===== config.mk =====
export PLATFORM = sky130hd
export DESIGN_NAME = leaf_packetizer
export DESIGN_NICKNAME = d
export VERILOG_FILES = /design/src/rtl/leaf_pkt_pkg.sv /design/src/rtl/leaf_packetizer.sv
export SDC_FILE = /design/constraint.sdc
export NUM_CORES = 1
export LEC_CHECK = 0
export ABC_CLOCK_PERIOD_IN_PS = 1800
export BUFFER_PORTS_ARGS = -buffer_cell sky130_fd_sc_hd__buf_2
export CORE_UTILIZATION = 35
export CTS_CLUSTER_SIZE = 16
export DETAILED_ROUTE_END_ITERATION = 16
export PLACE_DENSITY_LB_ADDON = 0.2
export SLEW_MARGIN = 30
export SYNTH_ARGS = -nofsm -noshare
export SYNTH_HDL_FRONTEND = slang
export SYNTH_SLANG_ARGS = --single-unit
export TNS_END_PERCENT = 20

===== constraint.sdc =====
create_clock -name CLK -period 1.8 [get_ports CLK]
set_input_delay 0.09 -clock CLK [delete_from_list [all_inputs] [get_ports CLK]]
set_output_delay 0.09 -clock CLK [all_outputs]
set_load 0.03 [all_outputs]

===== src/rtl/leaf_pkt_pkg.sv =====
// Shared types and default widths for the leaf router packetizer.
package leaf_pkt_pkg;

    localparam int unsigned DEST_W_DEF = 8;
    localparam int unsigned LEN_W_DEF  = 3;
    localparam int unsigned TAIL_BIT   = DEST_W_DEF;
    localparam int unsigned STATS_W    = 16;

    typedef enum logic [1:0] {
        ST_IDLE = 2'd0,
        ST_HEAD = 2'd1,
        ST_BODY = 2'd2
    } pkt_state_e;

endpackage


===== src/rtl/leaf_packetizer.sv =====
// Wraps a request (dest, len) plus len+1 payload words into a header flit and a tail-terminated body.
// Optional packet counter output pkt_count when LEAF_PACKETIZER_STATS_EN is defined.
module leaf_packetizer
    import leaf_pkt_pkg::*;
#(
    parameter int unsigned DEST_W = DEST_W_DEF,
    parameter int unsigned LEN_W  = LEN_W_DEF
) (
    input  logic              CLK,
    input  logic              _RESET,
    input  logic              req_valid,
    output logic              req_ready,
    input  logic [DEST_W-1:0] req_dest,
    input  logic [LEN_W-1:0]  req_len,
    input  logic              word_valid,
    output logic              word_ready,
    input  logic [DEST_W-1:0] word_data,
    output logic              flit_valid,
    input  logic              flit_ready,
    output logic [DEST_W:0]   flit_data,
`ifdef LEAF_PACKETIZER_STATS_EN
    output logic [STATS_W-1:0] pkt_count,
`endif
    output logic              busy
);

    pkt_state_e        state_q, state_nx;
    logic [DEST_W-1:0] dest_q, dest_nx;
    logic [LEN_W-1:0]  len_q, len_nx;
    logic [LEN_W-1:0]  cnt_q, cnt_nx;
    logic              tail_c;
    logic              tail_xfer_c;

    // State and request-context registers
    always_ff @(posedge CLK) begin
        if (!_RESET) begin
            state_q <= ST_IDLE;
            dest_q  <= '0;
            len_q   <= '0;
            cnt_q   <= '0;
        end else begin
            state_q <= state_nx;
            dest_q  <= dest_nx;
            len_q   <= len_nx;
            cnt_q   <= cnt_nx;
        end
    end

    // Next-state and handshake outputs; everything forced low while reset is asserted
    always_comb begin
        state_nx    = state_q;
        dest_nx     = dest_q;
        len_nx      = len_q;
        cnt_nx      = cnt_q;
        req_ready   = 1'b0;
        flit_valid  = 1'b0;
        word_ready  = 1'b0;
        flit_data   = '0;
        busy        = 1'b0;
        tail_c      = 1'b0;
        tail_xfer_c = 1'b0;
        if (_RESET) begin
            case (state_q)
                ST_IDLE: begin
                    req_ready = 1'b1;
                    if (req_valid) begin
                        dest_nx  = req_dest;
                        len_nx   = req_len;
                        cnt_nx   = '0;
                        state_nx = ST_HEAD;
                    end
                end
                ST_HEAD: begin
                    busy       = 1'b1;
                    flit_valid = 1'b1;
                    flit_data  = {1'b0, dest_q};
                    if (flit_ready) begin
                        state_nx = ST_BODY;
                    end
                end
                ST_BODY: begin
                    busy       = 1'b1;
                    tail_c     = (cnt_q == len_q);
                    flit_valid = word_valid;
                    word_ready = flit_ready;
                    flit_data  = {tail_c, word_data};
                    if (word_valid && flit_ready) begin
                        cnt_nx      = cnt_q + LEN_W'(1);
                        tail_xfer_c = tail_c;
                        if (tail_c) begin
                            state_nx = ST_IDLE;
                        end
                    end
                end
                default: begin
                    state_nx = ST_IDLE;
                end
            endcase
        end
    end

`ifdef LEAF_PACKETIZER_STATS_EN
    // Completed-packet counter, wraps naturally at its width
    always_ff @(posedge CLK) begin
        if (!_RESET) begin
            pkt_count <= '0;
        end else if (tail_xfer_c) begin
            pkt_count <= pkt_count + STATS_W'(1);
        end
    end
`else
    logic unused_tail_xfer;
    assign unused_tail_xfer = tail_xfer_c;
`endif

endmodule


==> metrics.md, run 1 <==
| Metric | Value |
|---|---|
| Outcome | `finished clean` |
| Starting density of the core | `36.8%` |
| Setup crit start kind | `flip-flop` |
| Synthesis Warnings | `0` |
| Minimum clock period | `1.69 ns` |
| Full die area | `2810 sq um` |
| ANT cells | `0` |
| Post-route total power | `1.33 mW` |
| Worst path max stage delay | `0.37 ns` |
| Worst setup margin | `0.107 ns` |
| F_max | `591 MHz` |
| Max-Cap Viols | `0` |
| Placed cells | `183` |
| Routability cong. | `0.758` |
| Final Cycle Share | `94.1%` |
| 1st-pass router iterations | `4` |
| Leakage | `0.564 nW` |
| Final Non-Filler Cells | `187` |
| Worst skew pair latency | `0.28 ns` |
| Final Skew | `0.00229 ns` |
| P&R area growth vs syn | `31.1%` |
| Via density | `5.11` |
| Die height | `53.1 microns` |
| Clk buf depth | `2` |
| Relative slew slack | `71.6%` |
| Most common cell after layout, fill and taps aside | `buf_2` |
| TritonCTS Buffers | `3` |
| Peak VDD IR | `0.000600 V` |
| Seq/Total Area, Yosys | `35.1%` |
| Net Count, Synth | `150` |
| # port buffers | `36` |
| Post-route setup TNS | `0 ns` |
| CP max stage cell | `dfxtp_2` |
| IO Pins | `37` |
| Clock transition at the registers of the reported paths | `0.09 ns` |
| Flops & latches, synth | `16` |
| Final net count | `189` |
| Maximum fanout along the worst path | `4` |
| Final Hold Fails | `0` |
| Global Route Usage Sum | `18.3%` |
| Vias | `956` |
| Req. time, crit path | `1.71 ns` |
| Core ar. | `2480 sq um` |
| Detailed Route WL | `2.26 mm` |
| H-Tree Depth | `1` |
| Dpl hpwl | `1.79 mm` |
| Family with the most delay on the worst path | `flip-flops` |
| Slew @ Worst Pin | `0.425 ns` |
| Clock sink count | `16` |
| Syn_area_per_cell | `7.66 sq um` |
| # setup viols final | `0` |
| Clk root buf | `clkbuf_4` |
| Most frequent cells in the layout | `35 x buf_2, 26 x nand2_1, 15 x a21oi_1` |
| Gr ovfl total | `0` |
| Crit path DAT | `1.60 ns` |
| PD cells | `1110 nW/um^2` |
| Place WS | `0.184 ns` |
| Die width | `53.1 microns` |
| Cells after synthesis | `119` |
| Worst setup EP type | `output port` |
| Residual DRC | `0` |
| Global-route wire length before repair | `3.68 mm` |
| WS Path Type | `flip-flop to output port` |
| Row count | `18` |
| Unrepaired setup endpoints after global routing | `no` |
| CP cell instances | `inv_1 -> ha_1 -> nand2_1 -> inv_1 -> nand2_1 -> nor4_4 -> buf_6` |
| Drt wl/cell | `12.1 microns` |
| CTS tree | `built` |
| Netlist cell types | `26` |
| Slew Viols, Final | `0` |
| Post-route antenna net violation count | `0` |
| Post-CTS Setup Repair Bufs | `0` |
| First DRT Iteration DRCs | `25` |
| Vias in the first global route | `881` |
| Worst hold path type | `input pin to flip-flop` |
| Share of layout cells above drive strength 1 | `32.5%` |
| Util after Layout | `48.3%` |
| Synth Cell Area | `912 sq um` |
| Buffers & Inverters on Critical Path | `3` |
| Largest net degree at the start of global routing | `12` |
| Post-CTS Hold Fix Bufs | `0` |
| Initial antenna violation count | `0` |
-- state kept, by name, summed over array words and instances, names as in the netlist --
register and flops:
dest_q 8, state_q 2, cnt_q 3, len_q 3
-- area by class of cell --
cell class / count / area (sq um)
clock buffers: 4 / 36.3
fillers: 269 / 1280
inverters: 6 / 22.5
multi-input cells: 92 / 568
flip-flops and latches: 16 / 323
well taps: 30 / 37.5
repair buffers: 39 / 209
-- path summary, 6_finish.rpt --
path                    start           end  slack [ns]  depth (start not counted)
setup reg to reg   state_q[0]      cnt_q[1]        0.26                          6
setup / recovery   state_q[1]  flit_data[8]        0.11                          7
hold / removal    req_dest[3]     dest_q[3]        0.03                          3
hold reg to reg     dest_q[4]     dest_q[4]        0.46                          2
-- cells in the mapped netlist --
cell,number,area (sq um)
buf_2,2,10.0
a21oi_1,15,75.1
nand3_1,2,10.0
and3_1,1,6.26
clkinv_1,1,3.75
a21oi_2,1,8.76
o31ai_1,1,7.51
dfxtp_1,16,320
nor4_1,1,6.26
xor2_1,3,26.3
o21ai_0,2,10.0
clkbuf_1,3,11.3
o221a_2,1,11.3
nand4b_1,1,8.76
o221ai_1,1,8.76
inv_1,5,18.8
a22oi_1,8,60.1
ha_1,7,87.6
and2_1,2,12.5
nand2b_1,1,6.26
nor2_1,13,48.8
mux2i_1,3,30.0
nand2_1,26,97.6
a21bo_2,1,10.0
o21bai_1,1,7.51
o31a_1,1,8.76
-- power breakdown --
part	leakage (nW)	switching [mW]	internal, mW
registers	0.132	0.0424	0.417
clock network	0.0210	0.112	0.123
logic	0.411	0.406	0.230
total	0.564	0.561	0.770
-- kinds of logic after synthesis --
logic type,synth area share [%]
compound gates,22.8
xor+xnor,2.88
fa+ha+maj,9.60
buf+inv,4.80
flops,35.1
mux,3.29
simple gates,21.5
-- layer usage --
metal	track usage [%]	routed length (microns)	vias up
li1	-	-	485
met2	32.1	1160	27
met4	7.46	23	0
met1	21.5	968	440
met3	3.45	113	4
met5	0	0	-
-- timing repair --
| item | 4_1_cts | 5_1_grt |
|---|---|---|
| hold endpoints to repair | 0 | 0 |
| setup endpoints to repair | 0 | 11 |
| gates resized for setup | 0 | 7 |
-- per-stage QoR --
| step | hold slack [ns] | area (sq um) |
|---|---|---|
| finish | 0.0344 | 1200 |
| global route | 0.0343 | 1200 |
| CTS | 0.0265 | 1180 |
| detailed placement | 0.337 | 1150 |
| global placement | 0.333 | 1150 |
| floorplan | 0.226 | 927 |
-- tightest hold or removal path, stage by stage --
cell     delay, ns
buf_2         0.09
nand2_1       0.04
a21oi_1       0.05
No activity file was read; power rests on OpenSTA's default activity.
==> inputs of run 2 (changes only) <==
--- a/config.mk
+++ b/config.mk
@@ -6,10 +6,10 @@
 export NUM_CORES = 1
 export LEC_CHECK = 0
 export ABC_CLOCK_PERIOD_IN_PS = 1800
-export BUFFER_PORTS_ARGS = -buffer_cell sky130_fd_sc_hd__buf_2
 export CORE_UTILIZATION = 35
 export CTS_CLUSTER_SIZE = 16
 export DETAILED_ROUTE_END_ITERATION = 16
+export DONT_BUFFER_PORTS = 1
 export PLACE_DENSITY_LB_ADDON = 0.2
 export SLEW_MARGIN = 30
 export SYNTH_ARGS = -nofsm -noshare
==> metrics.md, run 2 (synthesis results as in run 1) <==
| Metric | Value |
|---|---|
| Global-route wire length before repair | `3.51 mm` |
| Initial antenna violation count | `0` |
| Detailed Route WL | `2.25 mm` |
| Maximum fanout along the worst path | `4` |
| Vias | `933` |
| Layout fillers | `266` |
| Global Route Usage Sum | `17.3%` |
| Clk root buf | `clkbuf_4` |
| Leakage | `0.527 nW` |
| Slew Viols, Final | `0` |
| P&R area growth vs syn | `34.8%` |
| Sw Pwr | `570 uW` |
| Levels on crit path | `7` |
| First DRT Iteration DRCs | `16` |
| Worst setup EP type | `output port` |
| Minimum clock period | `1.72 ns` |
| Drt wl/cell | `12.7 microns` |
| Top reg by flops | `dest_q` |
| PD cells | `1110 nW/um^2` |
| Reg2Reg Launch Point | `state_q[1]` |
| Flop2flop setup slack | `0.27 ns` |
| 1st-pass router iterations | `4` |
| Regs by FF count | `dest_q: 8 flops, cnt_q: 3 flops, len_q: 3 flops` |
| Clk buf depth | `2` |
| Final net count | `179` |
| Dpl hpwl | `1.66 mm` |
| Req. time, crit path | `1.71 ns` |
| Critical Path Source | `state_q[1]` |
| Switch share | `41.5%` |
| Placed cells | `159` |
| Via density | `5.27` |
| Most frequent CP cell | `inv_2` |
| WS Path Type | `flip-flop to output port` |
| Combinational Power Share | `49.3%` |
| Die height | `53.1 microns` |
| Worst path max stage delay | `0.37 ns` |
| TritonCTS Buffers | `3` |
| Residual DRC | `0` |
| Post-route total power | `1.37 mW` |
| Clk pwr share | `17.4%` |
| End of the worst register-to-register path | `state_q[1]` |
| Buffers & Inverters on Critical Path | `3` |
| Full die area | `2810 sq um` |
| Peak VDD IR | `0.000636 V` |
| Outcome | `finished clean` |
| Core ar. | `2480 sq um` |
| Gr ovfl total | `0` |
| Die width | `53.1 microns` |
| Crit path to | `flit_data[8]` |
| # port buffers | `0` |
| Relative slew slack | `69.6%` |
| Row count | `18` |
| # setup viols final | `0` |
| F_max | `582 MHz` |
| CTS tree | `built` |
| Worst skew pair latency | `0.29 ns` |
| Most frequent cells in the layout | `25 x nand2_1, 18 x buf_4, 15 x a21oi_1` |
| Routability cong. | `0.820` |
| CP cell instances | `inv_2 -> ha_1 -> nand2_1 -> inv_2 -> nand2_2 -> nor4_4 -> buf_4` |
| Util after Layout | `49.6%` |
| Vias in the first global route | `845` |
| Largest register FFs | `8` |
| R2R depth | `6` |
| Final Cycle Share | `95.5%` |
| Final Hold Fails | `0` |
| Clock transition at the registers of the reported paths | `0.10 ns` |
| Post-route setup TNS | `0 ns` |
| Clock sink count | `16` |
| Worst hold path type | `input pin to flip-flop` |
| Slew @ Worst Pin | `0.455 ns` |
| Post-route antenna net violation count | `0` |
| Final Non-Filler Cells | `177` |
| Flop pwr share | `33.4%` |
| Most common cell after layout, fill and taps aside | `nand2_1` |
| Family with the most delay on the worst path | `flip-flops` |
| Starting density of the core | `36.8%` |
| IO Pins | `37` |
| Crit path DAT | `1.63 ns` |
| Share of layout cells above drive strength 1 | `21.8%` |
| Internal power | `802 uW` |
| ANT cells | `0` |
| Final Skew | `0.00942 ns` |
| Max-Cap Viols | `0` |
| CP max stage cell | `dfxtp_2` |
| Setup crit start kind | `flip-flop` |
| H-Tree Depth | `1` |
| Largest net degree at the start of global routing | `12` |
[run 2: what timing repair did]
action,4_1_cts,5_1_grt
setup endpoints to repair,0,9
hold endpoints to repair,11,0
buffers inserted,0,3
gates resized for setup,0,6
hold buffers,11,0
[run 2: area by class of cell]
class	instances	area, sq um	area share, %
clock buffer	4	36.3	2.95
inverter	6	22.5	1.83
multi-input combinational	92	566	46.0
sequential	16	323	26.2
tap	30	37.5	3.05
timing repair buffer	29	245	19.9
[run 2: stage by stage]
| stage | hold WS (ns) | area (sq um) | setup WS, ns |
|---|---|---|---|
| 6_report | 0.0651 | 1230 | 0.0811 |
| 3_5_place_dp | 0.233 | 1060 | 0.232 |
| 3_3_place_gp | 0.229 | 1060 | 0.248 |
| 4_1_cts | 0.0722 | 1200 | 0.0219 |
| 5_1_grt | 0.0875 | 1230 | -0.00310 |
| 2_1_floorplan | 0.226 | 927 | 0.0898 |
[run 2: routing by layer]
metal	track usage (%)	vias up	routed length [microns]
met3	4.60	8	102
met4	8.77	0	61
li1	-	464	-
met1	21.0	432	964
met2	27.6	29	1120
met5	0	-	0
[run 2: worst register-to-register path: stages, from the launching register on]
cell and delay [ns]:
dfxtp_2 0.37, inv_2 0.06, ha_1 0.31, o21bai_1 0.23, o221ai_1 0.17, o21ai_0 0.20
a21oi_1 0.08
[run 2: power by group through the flow]
| stage | Sequential, mW | Combinational, mW | Clock [mW] |
|---|---|---|---|
| final | 0.457 | 0.676 | 0.238 |
| after global routing | 0.466 | 0.748 | 0.264 |
| after CTS | 0.452 | 0.646 | 0.244 |
| after detailed placement | 0.461 | 0.626 | 0 |
| after global placement | 0.458 | 0.613 | 0 |
| after floorplan | 0.452 | 0.468 | 0 |
[run 2: worst min-delay path by stage]
stage / from / endpoint / depth (start not counted)
final: _RESET / dest_q[1] / 2
after global routing: _RESET / dest_q[1] / 2
after CTS: _RESET / dest_q[1] / 2
after detailed placement: req_len[2] / len_q[2] / 2
after global placement: req_len[2] / len_q[2] / 2
after floorplan: req_dest[0] / dest_q[0] / 2
